File: src/rtl/instr_fetch_queue_pkg.sv
// Shared definitions for the instruction fetch queue.
//   OPCODE_BRANCH / OPCODE_JAL : RV32 major opcodes (instr[6:0])
//   INSTR_BYTES                : PC increment per fetched instruction
//   fetch_state_t              : fetch FSM encoding (RUN, HOLD, DRAIN)
package instr_fetch_queue_pkg;

    localparam logic [6:0] OPCODE_BRANCH = 7'b1100011;
    localparam logic [6:0] OPCODE_JAL    = 7'b1101111;
    localparam int         INSTR_BYTES   = 4;

    typedef enum logic [1:0] {
        RUN   = 2'd0,   // requests permitted
        HOLD  = 2'd1,   // branch stall active, no requests
        DRAIN = 2'd2    // first cycle after a flush, responses discarded
    } fetch_state_t;

endpackage

File: src/rtl/fetch_fifo.sv
// Synchronous FIFO holding {pc, instr} pairs for the fetch stage.
//   clk, reset    : clock, asynchronous active-high reset
//   push, wdata   : write wdata at the tail (dropped if full and not popping)
//   pop           : advance the head (ignored while empty)
//   flush         : empty the FIFO; wins over push and pop
//   rdata         : head entry (meaningful only while !empty)
//   count         : occupancy, 0..DEPTH
//   full, empty   : count==DEPTH, count==0
module fetch_fifo #(
    parameter int DEPTH = 4,
    parameter int W     = 64
) (
    input  logic                   clk,
    input  logic                   reset,
    input  logic                   push,
    input  logic                   pop,
    input  logic                   flush,
    input  logic [W-1:0]           wdata,
    output logic [W-1:0]           rdata,
    output logic [$clog2(DEPTH):0] count,
    output logic                   full,
    output logic                   empty
);

    localparam int AW = $clog2(DEPTH);
    localparam int CW = AW + 1;

    logic [W-1:0]  mem [DEPTH];
    logic [AW-1:0] wr_ptr;
    logic [AW-1:0] rd_ptr;
    logic          do_push;
    logic          do_pop;

    assign empty   = (count == '0);
    assign full    = (count == CW'(DEPTH));
    assign do_pop  = pop && !empty;
    // A push into a full FIFO is legal only when the head leaves in the same cycle.
    assign do_push = push && (!full || do_pop);
    assign rdata   = mem[rd_ptr];

    // NOTE: state registers use non-blocking assignments so every flop samples
    // pre-edge values regardless of statement order.
    always_ff @(posedge clk or posedge reset) begin
        if (reset) begin
            wr_ptr <= '0;
            rd_ptr <= '0;
            count  <= '0;
        end else if (flush) begin
            wr_ptr <= '0;
            rd_ptr <= '0;
            count  <= '0;
        end else begin
            if (do_push) wr_ptr <= wr_ptr + AW'(1);
            if (do_pop)  rd_ptr <= rd_ptr + AW'(1);
            count <= count + CW'(do_push) - CW'(do_pop);
        end
    end

    // NOTE: the storage array is deliberately not reset; an entry is only read
    // after it has been written, and empty gates the head outputs upstream.
    always_ff @(posedge clk) begin
        if (do_push && !flush) mem[wr_ptr] <= wdata;
    end

endmodule

File: src/rtl/instr_fetch_queue.sv
// Fetch stage: owns the PC, requests a 1-cycle-latency instruction memory and
// buffers responses in fetch_fifo for dispatch.
//   clk, reset                      : clock, asynchronous active-high reset
//   stall                           : branch stall, blocks new requests
//   imem_rd_en, imem_addr           : memory request (address = PC)
//   imem_data                       : response, valid the cycle after a request
//   cdb_branch, cdb_branch_taken,
//   cdb_branch_target               : taken branch flushes and redirects the PC
//   dispatch_ren                    : pop the head entry
//   instr, instr_pc                 : head entry (0 while empty)
//   instr_is_branch                 : head holds a conditional branch
//   empty, full                     : FIFO occupancy flags
module instr_fetch_queue
    import instr_fetch_queue_pkg::*;
#(
    parameter int              DEPTH    = 4,
    parameter int              XLEN     = 32,
    parameter logic [XLEN-1:0] PC_RESET = 32'h0000_0000
) (
    input  logic            clk,
    input  logic            reset,
    input  logic            stall,
    output logic            imem_rd_en,
    output logic [XLEN-1:0] imem_addr,
    input  logic [XLEN-1:0] imem_data,
    input  logic            cdb_branch,
    input  logic            cdb_branch_taken,
    input  logic [XLEN-1:0] cdb_branch_target,
    input  logic            dispatch_ren,
    output logic [XLEN-1:0] instr,
    output logic [XLEN-1:0] instr_pc,
    output logic            instr_is_branch,
    output logic            empty,
    output logic            full
);

    localparam int CW = $clog2(DEPTH) + 1;

    fetch_state_t        state;
    logic [XLEN-1:0]     pc;
    logic [XLEN-1:0]     inflight_pc;
    logic                inflight;
    logic                flush;
    logic                push;
    logic [CW-1:0]       count;
    logic [2*XLEN-1:0]   head;

    assign flush = cdb_branch && cdb_branch_taken;

    // Slot reservation: an outstanding response counts as occupied, so every
    // response is guaranteed space and memory never sees backpressure. The
    // reset term keeps the request low while reset is held.
    assign imem_rd_en = !reset && (state == RUN) && !stall && !flush &&
                        (({1'b0, count} + (CW+1)'(inflight)) < (CW+1)'(DEPTH));
    assign imem_addr  = pc;

    // Responses are dropped in the flush cycle and in DRAIN (wrong-path data).
    assign push = inflight && !flush && (state != DRAIN);

    always_ff @(posedge clk or posedge reset) begin
        if (reset) begin
            state       <= RUN;
            pc          <= PC_RESET;
            inflight    <= 1'b0;
            inflight_pc <= '0;
        end else begin
            inflight <= imem_rd_en;
            if (imem_rd_en) begin
                inflight_pc <= pc;
                pc          <= pc + XLEN'(INSTR_BYTES);
            end
            if (flush) begin
                pc    <= cdb_branch_target;
                state <= DRAIN;
            end else begin
                case (state)
                    RUN:     if (stall) state <= HOLD;
                    HOLD:    if (!stall) state <= RUN;
                    DRAIN:   state <= stall ? HOLD : RUN;
                    default: state <= RUN;
                endcase
            end
        end
    end

    fetch_fifo #(
        .DEPTH (DEPTH),
        .W     (2*XLEN)
    ) u_fifo (
        .clk   (clk),
        .reset (reset),
        .push  (push),
        .pop   (dispatch_ren),
        .flush (flush),
        .wdata ({inflight_pc, imem_data}),
        .rdata (head),
        .count (count),
        .full  (full),
        .empty (empty)
    );

    assign instr           = empty ? '0 : head[XLEN-1:0];
    assign instr_pc        = empty ? '0 : head[2*XLEN-1:XLEN];
    assign instr_is_branch = !empty && (head[6:0] == OPCODE_BRANCH);

endmodule

File: config.mk
export PLATFORM = sky130hd
export DESIGN_NAME = instr_fetch_queue
export DESIGN_NICKNAME = d
export VERILOG_FILES = /design/src/rtl/instr_fetch_queue_pkg.sv /design/src/rtl/fetch_fifo.sv /design/src/rtl/instr_fetch_queue.sv
export SDC_FILE = /design/constraint.sdc
export NUM_CORES = 1
export LEC_CHECK = 0
export CAP_MARGIN = 20
export CORE_ASPECT_RATIO = 1.4
export CORE_MARGIN = 4
export CORE_UTILIZATION = 40
export CTS_CLUSTER_SIZE = 30
export DETAILED_ROUTE_END_ITERATION = 10
export PLACE_DENSITY = 0.71
export REMOVE_ABC_BUFFERS = 1
export SLEW_MARGIN = 10
export SYNTH_ARGS = -nofsm -noshare
export SYNTH_HDL_FRONTEND = slang
export SYNTH_SLANG_ARGS = --single-unit
export TNS_END_PERCENT = 20
File: constraint.sdc
create_clock -name clk -period 3.75 [get_ports clk]
set_input_delay 0.5625 -clock clk [delete_from_list [all_inputs] [get_ports clk]]
set_output_delay 0.5625 -clock clk [all_outputs]
set_load 0.05 [all_outputs]
# Word-level counts from Yosys, hierarchy flattened
# Memories as Yosys holds them, arrays and structs flattened.
# Index checks and enable logic that the tools add are counted.
# word_totals
input_bits,70
output_inout_bits,100
memories,1
ram_bits,256
reg_bits,74
wordCells,61
# classes
n_addsub,6
n_lt_le_gt_ge,1
n_reduce_logical,23
eq_ne,7
n_mux,16
# mem_list
name,words,word_bits,rd,rd_clocked_by_memory_dff,wr,line,text
u_fifo.mem,4,64,1,0,1,fetch_fifo.sv:28,logic [W-1:0] mem [DEPTH];
# ops
cell,count
$mux W32,4
$add A32 B3 Y32 const B,1
$mux W2,7
$logic_and A1 B1 Y1,11
$eq A7 B7 Y1 const B,1
$ne A3 B2 Y1 const B,2
$pmux W2 S3,1
$reduce_bool A2 Y1,3
$logic_not A1 Y1,5
$add A2 B1 Y2 const B,2
$add A3 B1 Y4,1
$lt A4 B3 Y1 const B,1
$add A3 B1 Y3,1
$eq A3 B3 Y1 const B,1
$logic_not A3 Y1,1
$mux W1,3
$mux W3,1
$sub A3 B1 Y3,1
$eq A2 B1 Y1 const B,1
$eq A2 B2 Y1 const B,1
$logic_not A2 Y1,1
$ne A2 B2 Y1 const B,1
$reduce_and A2 Y1,1
$logic_or A1 B1 Y1,1

# Logic depth before layout (Yosys ltp)
# Gate-level depths: netlist of run 1.
# depth
depth_word,8
depth_mapped,10
ltp_nobuf,10

# Modules after synthesis
# From an unflattened synthesis of run 1, not the netlist that was laid out.
# hier_totals
cells_unflattened,810
area_unflattened_um2,13334.0
# modules_own_cells
mod,instances,seq_area_each_um2,cells_per_inst,area_per_inst_um2
fetch_fifo,1,7862.5,381,9676.8
instr_fetch_queue,1,1676.6,429,3657.3

# Worst setup path after synthesis of run 1
# Ideal clock, no wire load.
# synth_path
path_kind,reg-to-reg
from,reg u_fifo.count[1]
to,"mem u_fifo.mem[0][0], enable pin"
t_required_ps,3203
period_less_slack_ps,3547
path_stages_with_launch,4
setup_slack_ps,203
path_buffers,0
arrival_time_ps,3000
setup_ps,547
cell_sequence,dfrtp_1 > nor3b_1 > a21oi_1 > and2_1
# synth_between
elab_cells_between_ends,10
cone_classes,eq/ne: 1; mux: 2; reduce/logical: 7
# synth_rtl
element,line,text
start: declaration,fetch_fifo.sv:20,"output logic [$clog2(DEPTH):0] count,"
start signal: assignment,fetch_fifo.sv:55,count <= count + CW'(do_push) - CW'(do_pop);
$eq A3 B3 Y1,fetch_fifo.sv:35,assign full = (count == CW'(DEPTH));
named net full,instr_fetch_queue.sv:34,output logic full
$logic_not A1 Y1,fetch_fifo.sv:38,assign do_push = push && (!full || do_pop);
$logic_or A1 B1 Y1,fetch_fifo.sv:38,
$logic_and A1 B1 Y1,fetch_fifo.sv:38,
$logic_and A1 B1 Y1,fetch_fifo.sv:62,if (do_push && !flush) mem[wr_ptr] <= wdata;
$mux W1,fetch_fifo.sv:62,
$mux W1 (implied by the code),fetch_fifo.sv:62,
end: declaration,fetch_fifo.sv:28,
# The timed path passes the listed nets, and every way through them passes these cells.

# Final worst setup path of run 1
# layout_path
from,reg u_fifo.count[2]
to,out empty
# layout_between
elab_chain_len,1
# layout_lines
element,line,text
$logic_not A3 Y1,fetch_fifo.sv:34,assign empty = (count == '0);
end: declaration,instr_fetch_queue.sv:33,"output logic empty,"
# No other way between the ends.

==> impl_metrics.py, run 1 <==
metrics = {
    "route": {
        "wl_per_cell_um": 20.3,
        "drc": 0,
        "drt-initial-drc-count": 499,
        "ant_nets": 0,
        "vias": 7644,
        "dr.pass1.iters": 5,
        "drt_wl_total_mm": 30.0,
        "vias_per_cell": 5.18,
    },
    "clock_network": {
        "clk_path_buf_depth": 3,
        "ctsHoldBuffers": 0,
        "htree_num_levels": 2,
        "cts_root_buf": "clkbuf_16",
        "clk_pin_slew_ns": 0.06,
        "post_cts_buffers": 0,
        "cts_buffers": 34,
        "cts_tree": "yes",
        "worstSkewPairLatency_ns": 0.51,
        "clock_sinks": 330,
        "cts.repair.resized": 0,
    },
    "floorplan": {
        "core_sq_um": 32600,
        "initial_utilization_pct": 40.8,
        "die_h_um": 224,
        "die_w_um": 162,
        "rows": 78,
        "die_area_sq_um": 36300,
        "ios": 170,
    },
    "layout": {
        "final_common_cell": "edfxtp_1",
        "fin_area_sq_um": 16800,
        "n_antenna_cell": 0,
        "drive_above_1_share_pct": 15.1,
        "finalNetCount": 1090,
        "layout_common_cells": "256 x edfxtp_1, 167 x clkdlybuf4s50_1, 125 x nand2_1",
        "area_growth_syn_to_layout_pct": 26.1,
    },
    "placement": {
        "portBuffers": 169,
        "dpl_cell_area_sq_um": 15700,
        "place_hpwl_mm": 19.2,
        "gp_congestion": 0.873,
    },
    "synth": {
        "ys_seq_area_share_pct": 71.7,
        "syn_area_per_cell_sq_um": 16.3,
        "synthCells": 817,
        "ys.warnings.count": 0,
        "synth_ff_type": "edfxtp_1",
        "synth-edff-count": 256,
        "synthArstFlopShare_pct": 22.4,
        "netlist_area_sq_um": 13300,
        "synth_cell_types": 50,
        "ys_seq_elements": 330,
    },
    "worst_setup_path": {
        "cp.required_ns": 3.19,
        "regToRegSetupSlack_ns": 0.59,
        "arrival_ns": 2.99,
        "max_stage_delay_ns": 0.92,
        "critical_path_class": "reg -> out",
        "crit_chain": "or3_2, inv_1, clkdlybuf4s50_1",
        "r2r-start": "u_fifo.count[1]",
        "end_kind": "output pin",
        "crit_start": "u_fifo.count[2]",
        "crit_fanout": 65,
        "cp_slowest_cell": "or3_2",
        "start_kind": "flop",
    },
    "pwr": {
        "cellPowerDensity_nw_per_um2": 776,
        "power.leakage_nw": 5.81,
        "power.total_mw": 13.0,
        "ir_drop_mv": 0.409,
    },
    "timing": {
        "maxSlewViolCount": 0,
        "layout_min_cycle_time_ns": 3.56,
        "relSlewSlack_pct": 31.5,
        "worstMarginPinSlew_ns": 1.03,
        "rsz0062_at_grt": "false",
        "setup_violations": 0,
        "period_share_pct": 94.8,
        "finalHoldViolations": 0,
        "fmax_ghz": 0.281,
        "finClkSkew_ns": 0.0143,
    },
    "flow_run": {
        "drv_cap": 0,
    },
    "global_routing": {
        "grt_max_degree": 66,
        "grtUsageTotal_pct": 16.7,
        "grt_pass1_wl_mm": 47.1,
        "grt_pass1_vias": 7952,
        "antenna_found_initial": 0,
        "overflow": 0,
    },
    "run_status": {
        "run_status": "completed",
    },
    "worst_hold_path": {
        "worstHoldPathType": "in -> async",
    },
}
[synthesized netlist by cell type, drive strengths merged, types with 2 or more instances]
library cell	count	share of area, %
a211oi	5	0.28
a21o	3	0.17
a21oi	5	0.19
a221o	3	0.23
a311oi	5	0.33
a31oi	6	0.28
and2	70	3.3
and3	6	0.31
and4	2	0.13
buf	16	0.56
clkbuf	22	0.62
dfrtp	74	14
edfxtp	256	58
ha	8	0.75
inv	11	0.31
mux2i	2	0.15
mux4	64	11
nand2	126	3.6
nand3	14	0.53
nand4	17	1.0
nor2	22	0.62
nor3	10	0.41
nor3b	2	0.11
nor4	7	0.33
o21ai	17	0.64
o31ai	5	0.28
or3	7	0.33
or4	4	0.25
xnor2	8	0.53
xor2	7	0.46
[worst paths after layout]
| check | endpoint | depth (start not counted) |
|---|---|---|
| worst max-delay path | empty | 3 |
| worst min-delay path | state[1] | 2 |
| worst max register to register | u_fifo.count[2] | 10 |
| worst min register to register | inflight_pc[1] | 2 |
| max in group asynchronous | inflight_pc[29] | 4 |
| min in group clk | inflight_pc[1] | 2 |
[layer usage]
layer	vias to the layer above	GRT usage (%)	part of all wire, %
li1	3517	-	-
met1	3848	22.0	41
met2	237	28.7	51
met3	42	3.37	5.6
met4	0	4.37	1.9
met5	-	0	0
[cell type report]
type / instances / area (sq um)
Fill cell: 2726 / 15800
Clock inverter: 9 / 42.5
Tap cell: 440 / 551
Multi-Input combinational cell: 437 / 3580
Timing Repair Buffer: 196 / 2010
Inverter: 12 / 46.3
Clock buffer: 52 / 1000
Sequential cell: 330 / 9550
[kinds of logic after synthesis]
kind of cell	after synthesis	synth area share, %
AO/OA/AOI/OAI	55	2.76
XOR/XNOR	15	0.987
adder cells (fa/ha/maj)	9	0.902
buffers and inverters	50	1.52
flip-flops	330	71.7
multiplexers	67	11.1
AND/OR/NAND/NOR	291	11.1
[flip-flops by register name, summed over array words and instances, names as in the netlist]
| name | count |
|---|---|
| inflight | 1 |
| imem_addr | 32 |
| u_fifo.rd_ptr | 2 |
| u_fifo.mem | 256 |
| state | 2 |
| u_fifo.count | 3 |
| u_fifo.wr_ptr | 2 |
| inflight_pc | 32 |
[power by group]
part / switching, mW / internal (mW) / total (mW)
Combinational: 2.99 / 1.93 / 4.92
Clock: 1.31 / 1.84 / 3.16
Sequential: 0.503 / 4.45 / 4.95
[critical path, delay by kind of cell, from the launching register on]
| kind | cells | cell delay [ns] |
|---|---|---|
| buf+inv | 2 | 1.12 |
| simple gates | 1 | 0.92 |
| flops | 1 | 0.43 |
[metrics by stage]
step / util [%] / worst slack [ns] / instances / setup TNS [ns] / hold WS [ns]
after floorplan: - / -0.918 / 779 / -29.77 / 0.476
after global placement: 48.2 / 0.565 / 1414 / 0 / 0.490
after detailed placement: 48.2 / 0.541 / 1414 / 0 / 0.496
after CTS: 51.4 / 0.131 / 1475 / 0 / 0.513
after global routing: 51.5 / 0.0264 / 1476 / 0 / 0.342
final: 51.5 / 0.194 / 1476 / 0 / 0.320
No activity file was read; power rests on OpenSTA's default activity.
==> run 2: changes to the inputs <==
- SLEW_MARGIN: 10 -> unset
- clock period: 3.75 -> 3.7 ns (I/O delays scaled with it)
==> run 2 against run 1 <==
  * Register-to-register slack gained 0.21 ns
  * Design area is 0.35% lower
  * Critical path depth rose by 1
  * Die area did not move
  * Final cell count decreased by 0.34%
  * Worst hold slack gained 0.12 ns
  * Utilization decreased by 0.18 points
  * Sequential cell count unchanged
  * Critical path type unchanged
  * Highest routed layer unchanged
==> impl_metrics.py, run 2 (same netlist as run 1, synthesis figures left out) <==
metrics = {
    "worst_setup_path": {
        "cp.depth": 4,
        "cp_slowest_cell": "clkdlybuf4s50_1",
        "r2r-start": "u_fifo.count[2]",
        "crit_end": "empty",
        "crit_start": "u_fifo.count[2]",
        "critPathTopFamily": "buffers and inverters",
        "cp.buffers_inverters": 3,
        "rr_worst_depth": 11,
        "timing.rr.end": "u_fifo.count[2]",
        "start_kind": "flop",
        "arrival_ns": 2.95,
        "max_stage_delay_ns": 0.83,
        "crit_chain": "or3_2, buf_12, inv_1, clkdlybuf4s50_1",
        "critical_path_class": "reg -> out",
        "end_kind": "output pin",
        "crit_fanout": 37,
        "regToRegSetupSlack_ns": 0.80,
        "cp.required_ns": 3.14,
    },
    "timing": {
        "maxSlewViolCount": 0,
        "hold_ws_ns": 0.440,
        "worstMarginPinSlew_ns": 0.855,
        "relSlewSlack_pct": 42.8,
        "fmax_ghz": 0.285,
        "period_share_pct": 94.7,
        "layout_min_cycle_time_ns": 3.50,
        "fin_ws_ns": 0.196,
        "finClkSkew_ns": 0.0118,
        "rsz0062_at_grt": "false",
        "setup_violations": 0,
        "finalHoldViolations": 0,
    },
    "route": {
        "drt_wl_total_mm": 29.7,
        "dr.pass1.iters": 5,
        "vias_per_cell": 5.17,
        "wl_per_cell_um": 20.2,
        "drc": 0,
        "drt-initial-drc-count": 431,
        "vias": 7607,
        "ant_nets": 0,
    },
    "layout": {
        "area_growth_syn_to_layout_pct": 25.7,
        "utilization_pct": 51.3,
        "drive_above_1_share_pct": 15.3,
        "nFillCells": 2773,
        "finalNetCount": 1086,
        "final_common_cell": "edfxtp_1",
        "top_register": "u_fifo.mem",
        "largest_reg_flops": 256,
        "n_antenna_cell": 0,
        "fin_area_sq_um": 16700,
        "layout_common_cells": "256 x edfxtp_1, 167 x clkdlybuf4s50_1, 125 x nand2_1",
    },
    "pwr": {
        "clkPwrFrac_pct": 23.5,
        "switching_share_pct": 37.0,
        "p_int_mw": 8.24,
        "power.leakage_nw": 5.77,
        "seqPwrFrac_pct": 38.0,
        "cellPowerDensity_nw_per_um2": 782,
        "p_sw_mw": 4.85,
        "ir_drop_mv": 0.519,
        "combPwrFrac_pct": 38.4,
        "power.total_mw": 13.1,
    },
    "global_routing": {
        "busiest_layer": "met2",
        "use_met3_pct": 2.67,
        "use_met2_pct": 28.5,
        "grt_max_degree": 66,
        "grtUsageTotal_pct": 16.4,
        "grt_pass1_vias": 7937,
        "overflow": 0,
        "antenna_found_initial": 0,
        "grt_pass1_wl_mm": 46.5,
        "use_met1_pct": 21.8,
    },
    "floorplan": {
        "rows": 78,
        "initial_utilization_pct": 40.8,
        "die_h_um": 224,
        "die_area_sq_um": 36300,
        "ios": 170,
        "core_sq_um": 32600,
        "die_w_um": 162,
    },
    "clock_network": {
        "cts_buffers": 31,
        "cts_tree": "yes",
        "clk_path_buf_depth": 3,
        "ctsHoldBuffers": 0,
        "clk_pin_slew_ns": 0.07,
        "cts_root_buf": "clkbuf_16",
        "htree_num_levels": 1,
        "post_cts_buffers": 0,
        "worstSkewPairLatency_ns": 0.55,
        "cts.repair.resized": 0,
        "clock_sinks": 330,
    },
    "placement": {
        "dpl_cell_area_sq_um": 15700,
        "gp_congestion": 0.846,
        "portBuffers": 169,
        "pre_cts_slack_ns": 0.535,
        "place_hpwl_mm": 19.2,
    },
    "worst_hold_path": {
        "worstHoldPathType": "in -> async",
    },
    "run_status": {
        "run_status": "completed",
    },
    "flow_run": {
        "drv_cap": 0,
    },
}
-- run 2: changes by cell type in the layout (fill, tap and decap cells not counted) --
cell / previous run / this run
clkinv_4: 0 / 1
clkinv_1: 5 / 6
clkbuf_8: 2 / 1
clkinv_2: 5 / 7
bufinv_16: 0 / 3
clkbuf_16: 37 / 31
buf_4: 19 / 18
clkbuf_1: 13 / 5
clkinvlp_4: 1 / 5
-- run 2: layout make-up --
cell class | instances | area, sq um | area share (%)
well taps | 440 | 551 | 3.29
flip-flops and latches | 330 | 9550 | 57.1
clock inverters | 20 | 185 | 1.11
inverters | 12 | 46.3 | 0.277
multi-input cells | 437 | 3580 | 21.4
clock buffers | 37 | 808 | 4.83
repair buffers | 195 | 2010 | 12.0
-- run 2: worst min-delay path by stage --
stage	start	end	slack, ns	cells past startpoint
6_report	reset	imem_addr[18]	0.44	2
3_3_place_gp	inflight_pc[8]	u_fifo.mem[1][40]	0.49	0
5_1_grt	reset	imem_addr[18]	0.49	2
2_1_floorplan	inflight_pc[0]	u_fifo.mem[0][32]	0.48	0
4_1_cts	reset	imem_addr[18]	0.44	2
3_5_place_dp	inflight_pc[0]	u_fifo.mem[1][32]	0.50	0
-- run 2: metrics by stage --
stage                     TNS, ns  instances
after global routing            0       1471
after detailed placement        0       1413
after global placement          0       1413
after CTS                       0       1470
final                           0       1471
after floorplan            -34.27        779
-- run 2: worst reg2reg max path, stage by stage (launching register included) --
cell	delay, ns
dfrtp_1	0.43
or3_2	0.74
buf_12	0.28
inv_1	0.13
nor2_1	0.11
ha_1	0.28
inv_1	0.06
ha_1	0.13
inv_1	0.04
fa_1	0.38
xnor2_1	0.15
nor2_1	0.05
-- run 2: power groups by stage --
stage | logic (mW) | registers (mW) | clock network [mW]
after global placement | 5.04 | 5.03 | 0
after global routing | 5.33 | 5.06 | 3.33
after detailed placement | 5.07 | 5.07 | 0
final | 5.02 | 4.98 | 3.08
after floorplan | 3.15 | 5.23 | 0
after CTS | 5.08 | 4.99 | 3.18
-- run 2: routing by layer --
layer  share of wire (%)  routed length [um]
met4                 1.8                 527
met2                  51               15100
met5                   0                   0
met1                  41               12300
met3                 6.0                1770
